<file path="src/rtl/fp_mul_seq.sv">
// fp_mul_seq: sequential IEEE-754 single-precision multiplier.
// The 24x24 significand product is built by a radix-2 shift-add loop of one
// step per cycle, then normalised and rounded in a single NORM cycle.
//
// Handshake: an operand pair transfers on a rising edge where in_valid and
// in_ready are both high; a result transfers on a rising edge where out_valid
// and out_ready are both high. out_valid, res and the flags stay stable
// until that transfer, and in_valid is ignored whenever in_ready is low.
//
// Special operands (exponent 255, or a zero significand) are classified from
// the registered operands in the first MUL cycle. With EARLY_SPECIAL set,
// that cycle exits straight to DONE without running any multiply steps.
module fp_mul_seq #(
  parameter int EARLY_SPECIAL = 1
) (
  input  logic        clk,
  input  logic        rst,
  input  logic [31:0] a,
  input  logic [31:0] b,
  input  logic        in_valid,
  output logic        in_ready,
  output logic [31:0] res,
  output logic        exception,
  output logic        overflow,
  output logic        underflow,
  output logic        out_valid,
  input  logic        out_ready
);

  typedef enum logic [1:0] {
    IDLE = 2'd0,
    MUL  = 2'd1,
    NORM = 2'd2,
    DONE = 2'd3
  } state_t;

  state_t      state;
  state_t      state_nx;

  logic        sign_r;
  logic [7:0]  ea_r;
  logic [7:0]  eb_r;
  logic [23:0] sa_r;
  logic [23:0] sb_r;
  logic [47:0] acc;
  logic [4:0]  cnt;

  logic        exc_c;
  logic        zero_op_c;
  logic        special_c;
  logic        norm_c;
  logic        zero_c;
  logic        ovf_c;
  logic        unf_c;
  logic [46:0] pn_c;
  logic [22:0] mant_c;
  logic [8:0]  e_c;
  logic [31:0] res_c;

  assign in_ready  = (state == IDLE);
  assign out_valid = (state == DONE);

  // Operand classification from the registered exponents and significands.
  assign exc_c     = (&ea_r) | (&eb_r);
  assign zero_op_c = (sa_r == 24'd0) | (sb_r == 24'd0);
  assign special_c = (EARLY_SPECIAL != 0) && (exc_c || zero_op_c);

  // Normalise, round and pick the packed result from the accumulator.
  // On the early special exit the accumulator is still clear, so zero_c is
  // set and the same selection yields the signed zero or exception result.
  always_comb begin
    norm_c = acc[47];
    pn_c   = norm_c ? acc[46:0] : {acc[45:0], 1'b0};
    mant_c = pn_c[46:24] + {22'd0, pn_c[23] & (|pn_c[22:0])};
    e_c    = {1'b0, ea_r} + {1'b0, eb_r} - 9'd127 + {8'd0, norm_c};
    zero_c = (acc == 48'd0);
    ovf_c  = e_c[8] & ~e_c[7] & ~zero_c;
    unf_c  = e_c[8] & e_c[7] & ~zero_c;
    if (exc_c)       res_c = 32'h0000_0000;
    else if (zero_c) res_c = {sign_r, 31'd0};
    else if (ovf_c)  res_c = {sign_r, 8'hFF, 23'd0};
    else if (unf_c)  res_c = {sign_r, 31'd0};
    else             res_c = {sign_r, e_c[7:0], mant_c};
  end

  // State register.
  always_ff @(posedge clk) begin
    if (rst) state <= IDLE;
    else     state <= state_nx;
  end

  // Next-state logic.
  always_comb begin
    state_nx = state;
    unique case (state)
      IDLE: if (in_valid) state_nx = MUL;
      MUL: begin
        if ((cnt == 5'd0) && special_c) state_nx = DONE;
        else if (cnt == 5'd23)          state_nx = NORM;
      end
      NORM:    state_nx = DONE;
      DONE:    if (out_ready) state_nx = IDLE;
      default: state_nx = IDLE;
    endcase
  end

  // Datapath: operand capture, shift-add steps and result registers.
  always_ff @(posedge clk) begin
    if (rst) begin
      sign_r    <= 1'b0;
      ea_r      <= 8'd0;
      eb_r      <= 8'd0;
      sa_r      <= 24'd0;
      sb_r      <= 24'd0;
      acc       <= 48'd0;
      cnt       <= 5'd0;
      res       <= 32'd0;
      exception <= 1'b0;
      overflow  <= 1'b0;
      underflow <= 1'b0;
    end else begin
      unique case (state)
        IDLE: begin
          if (in_valid) begin
            sign_r <= a[31] ^ b[31];
            ea_r   <= a[30:23];
            eb_r   <= b[30:23];
            sa_r   <= {|a[30:23], a[22:0]};
            sb_r   <= {|b[30:23], b[22:0]};
            acc    <= 48'd0;
            cnt    <= 5'd0;
          end
        end
        MUL: begin
          if ((cnt == 5'd0) && special_c) begin
            res       <= res_c;
            exception <= exc_c;
            overflow  <= ovf_c;
            underflow <= unf_c;
          end else begin
            if (sb_r[cnt]) acc <= acc + ({24'd0, sa_r} << cnt);
            cnt <= cnt + 5'd1;
          end
        end
        NORM: begin
          res       <= res_c;
          exception <= exc_c;
          overflow  <= ovf_c;
          underflow <= unf_c;
        end
        DONE:    ;
        default: ;
      endcase
    end
  end

endmodule
</file>
<file path="config.mk">
export PLATFORM = sky130hd
export DESIGN_NAME = fp_mul_seq
export DESIGN_NICKNAME = d
export VERILOG_FILES = /design/src/rtl/fp_mul_seq.sv
export SDC_FILE = /design/constraint.sdc
export NUM_CORES = 1
export LEC_CHECK = 0
export CAP_MARGIN = 0
export CORE_UTILIZATION = 55
export DETAILED_ROUTE_END_ITERATION = 12
export PLACE_DENSITY = 0.77
export SLEW_MARGIN = 20
export SYNTH_ARGS = -nofsm -noshare
export SYNTH_HDL_FRONTEND = slang
export SYNTH_SLANG_ARGS = --single-unit
</file>
<file path="constraint.sdc">
create_clock -name clk -period 5.5 [get_ports clk]
set_clock_uncertainty 0.2 [all_clocks]
set_input_delay 1.375 -clock clk [delete_from_list [all_inputs] [get_ports clk]]
set_output_delay 1.375 -clock clk [all_outputs]
set_load 0.05 [all_outputs]
</file>
==> flow_summary.toml <==
[cts]
clockBufferDepth = 2
clkSlewWorstSetupHoldPaths_ns = 0.07
clk_latency_ns = 0.44
htree_num_levels = 4
cts_hold_repair.buffers = 0
cts_root_buffer_type = "sky130_fd_sc_hd__clkbuf_16"
cts.sink_count = 155
clock_tree_from_tritoncts = "yes"
post_cts_repair_timing_setup_buffer_count = 0
tritoncts.num_buffers = 17

[sta]
grt_setup_unrepaired = "false"
final-hold-violation-count = 0
tns_ns = 0
post-route-period-util_pct = 90.69
max_slew_margin_pct = 31.30
achievable-frequency_mhz = 200.5
post-route-min-period_ns = 4.988
finalSetupViolations = 0
timing_max_transition_violations_final = 0
worstMarginPinSlew_ns = 1.027

[cells_and_area]
layout-area-overhead-vs-synth_pct = 15.81
final_area_um2 = 12860
fill_cells = 1776
drive_above_1_share_pct = 6.763
finish.net_count = 1651
antenna_cells_inserted = 0
regArea_um2 = 3104
multi_input_comb_area_um2 = 7485

[synth]
synthCells = 1467
ys_async_sr_fraction_pct = 0
yosysMostFrequentCell = "sky130_fd_sc_hd__nand2_1"
synth.cell_area_um2 = 11100
netlist_top_cells_area = "sky130_fd_sc_hd__dfxtp_1 (28%), sky130_fd_sc_hd__nand2_1 (8.6%), sky130_fd_sc_hd__ha_1 (8.0%)"
syn_avg_cell_area_um2 = 7.569
dominantRegCellSynth = "sky130_fd_sc_hd__dfxtp_1"
synth.top_cells.by_count = "sky130_fd_sc_hd__nand2_1 (255), sky130_fd_sc_hd__a21oi_1 (177), sky130_fd_sc_hd__dfxtp_1 (155)"
syn_nets = 1608
yosysTopAreaCell = "sky130_fd_sc_hd__dfxtp_1"
synth_largest_type_area_fraction_pct = 27.94
yosys_register_bits = 155
synth_cell_types = 74
synth-edff-count = 0
ys.warnings.count = 0
sequential_cell_area_fraction_in_the_yosys_report_pct = 27.94

[setup_path]
critical_path.startpoint = "cnt[1]"
timing.critical_path.from_type = "register"
critical_path_peak_fanout = 14
endpoint_kind = "register"
cp_data_required_time_ns = 5.63
timing.critical_path.arrival_ns = 5.12
worst_r2r_startpoint = "cnt[1]"
path_class = "reg2reg"

[floorplanning]
die_width_um = 144.1
die_span_in_y_um = 144.1
row_count = 51
floorplan.die_area_um2 = 20760
core-area_um2 = 19650
effective_utilization_at_floorplan_pct = 56.50
pin_count = 105

[place]
dp_hpwl_um = 23210
portBuffers = 104
dpl-instance-area_um2 = 12250
gpl.final_weighted_congestion = 0.9682

[detailed_routing]
first_pass_iters = 5
drcViolationCount = 0
finalWirelength_um = 31460
route.detailed.wl_per_inst_um = 17.59
vias = 10960
number_of_nets_with_antenna_violations_after_routing = 0
vias_per_cell = 6.128
detail_route.iter0.violations = 687

[worst_hold_path]
worstHoldPathType = "reg2reg"
startpoint_of_the_tightest_hold_check_path = "res[24]"

[global_route]
grtUsageMet1_pct = 42.50
largest_net_degree_at_the_start_of_global_routing = 96
antenna_found_initial = 0
grt_overflow = 0
grt_pass1_wl_um = 51110
first_global_vias = 10220
grt.busiest_layer = "met2"
grt_usage_pct = 31.23
grt_util_met2_pct = 48.89
globalRouteMet3Util_pct = 5.530

[pwr]
power-per-cell-area_nw_per_um2 = 331.1
worst_ir_drop_vdd_mv = 0.2261
power.total_uw = 4257
p_leak_uw = 0.005094

[status]
outcome = "finished clean"

[job]
maxcap_violations = 0
==> registers in the layout, summed over array words and instances, names as in the netlist <==
name       cells
ea_r           8
exception      1
sb_r          24
res           32
cnt            5
overflow       1
underflow      1
acc           48
sa_r          24
eb_r           8
state          2
sign_r         1
==> critical path: stages (launching register included) <==
cell and delay [ns]:
sky130_fd_sc_hd__dfxtp_1 0.47, sky130_fd_sc_hd__buf_4 0.27, sky130_fd_sc_hd__mux2_2 0.37, sky130_fd_sc_hd__o21ai_0 0.26
sky130_fd_sc_hd__o21ai_0 0.17, sky130_fd_sc_hd__o21ai_0 0.32, sky130_fd_sc_hd__o22ai_1 0.17, sky130_fd_sc_hd__ha_1 0.39
sky130_fd_sc_hd__a21oi_1 0.22, sky130_fd_sc_hd__o21ai_0 0.12, sky130_fd_sc_hd__a21o_1 0.19, sky130_fd_sc_hd__a21o_1 0.19
sky130_fd_sc_hd__a211o_1 0.27, sky130_fd_sc_hd__o21ai_1 0.29, sky130_fd_sc_hd__a211oi_1 0.18, sky130_fd_sc_hd__a31oi_1 0.34
sky130_fd_sc_hd__o21ai_1 0.14, sky130_fd_sc_hd__xor2_1 0.16, sky130_fd_sc_hd__a22o_1 0.17
==> cells in the final DEF (no fill, tap or decap), types with 26 or more instances in the layout <==
master                            count
sky130_fd_sc_hd__a21o_1              40
sky130_fd_sc_hd__a21oi_1            177
sky130_fd_sc_hd__a22oi_1             26
sky130_fd_sc_hd__clkdlybuf4s50_1    103
sky130_fd_sc_hd__dfxtp_1            154
sky130_fd_sc_hd__ha_1                71
sky130_fd_sc_hd__inv_1               34
sky130_fd_sc_hd__mux2i_1             26
sky130_fd_sc_hd__nand2_1            254
sky130_fd_sc_hd__nand3_1             41
sky130_fd_sc_hd__nor2_1             111
sky130_fd_sc_hd__nor4_1              31
sky130_fd_sc_hd__o21ai_0             64
sky130_fd_sc_hd__xnor2_1             37
==> final timing paths <==
kind / endpoint / cells after the start / slack [ns]
max: acc[46] / 18 / 0.51
min: res[24] / 1 / 0.25
max reg2reg: acc[46] / 18 / 0.51
min reg2reg: res[24] / 1 / 0.25
==> routing by layer <==
layer | wire length [um] | share of wire, %
met5 | 0 | 0
met4 | 882 | 2.8
met3 | 1978 | 6.3
met2 | 14170 | 45
met1 | 14430 | 46
==> what timing repair did <==
action,CTS,global route
setup endpoints to repair,0,1
gates resized for setup,0,1
hold endpoints to repair,0,0
==> per-stage QoR <==
step	instances	utilization [%]	setup slack, ns	hold WS [ns]
after floorplan	1467	-	0.5225	0.2363
after global placement	1756	62.31	0.5856	0.2354
after detailed placement	1756	62.31	0.4762	0.2412
after CTS	1788	65.42	0.4481	0.2564
after global routing	1788	65.43	0.1754	0.2798
final	1788	65.43	0.5121	0.2537
==> where the power goes <==
group / internal, uW / leakage [uW] / total [uW] / switching [uW]
registers: 1240 / 0.00126 / 1380 / 132
logic: 592 / 0.00354 / 1680 / 1090
clock network: 627 / 0.000298 / 1200 / 573
==> kinds of logic after synthesis <==
kind of cell               count (synthesis)  synth area share [%]
AOI/OAI and AO/OA                        440                 25.01
xor gates and xnor gates                  61                 4.811
adders and majority gates                 73                 8.361
buffers and inverters                    136                 4.732
DFF                                      155                 27.94
muxes                                     58                 7.110
and+or+nand+nor                          544                 22.03
==> cell type report <==
type,count,share of cell area [%]
clock buffer,18,3.415
clock inverter,14,1.343
inverter,35,1.022
multi-input combinational,1176,58.20
sequential,155,24.14
tap,265,2.578
timing repair buffer,125,9.301
No activity file was read; power rests on OpenSTA's default activity.
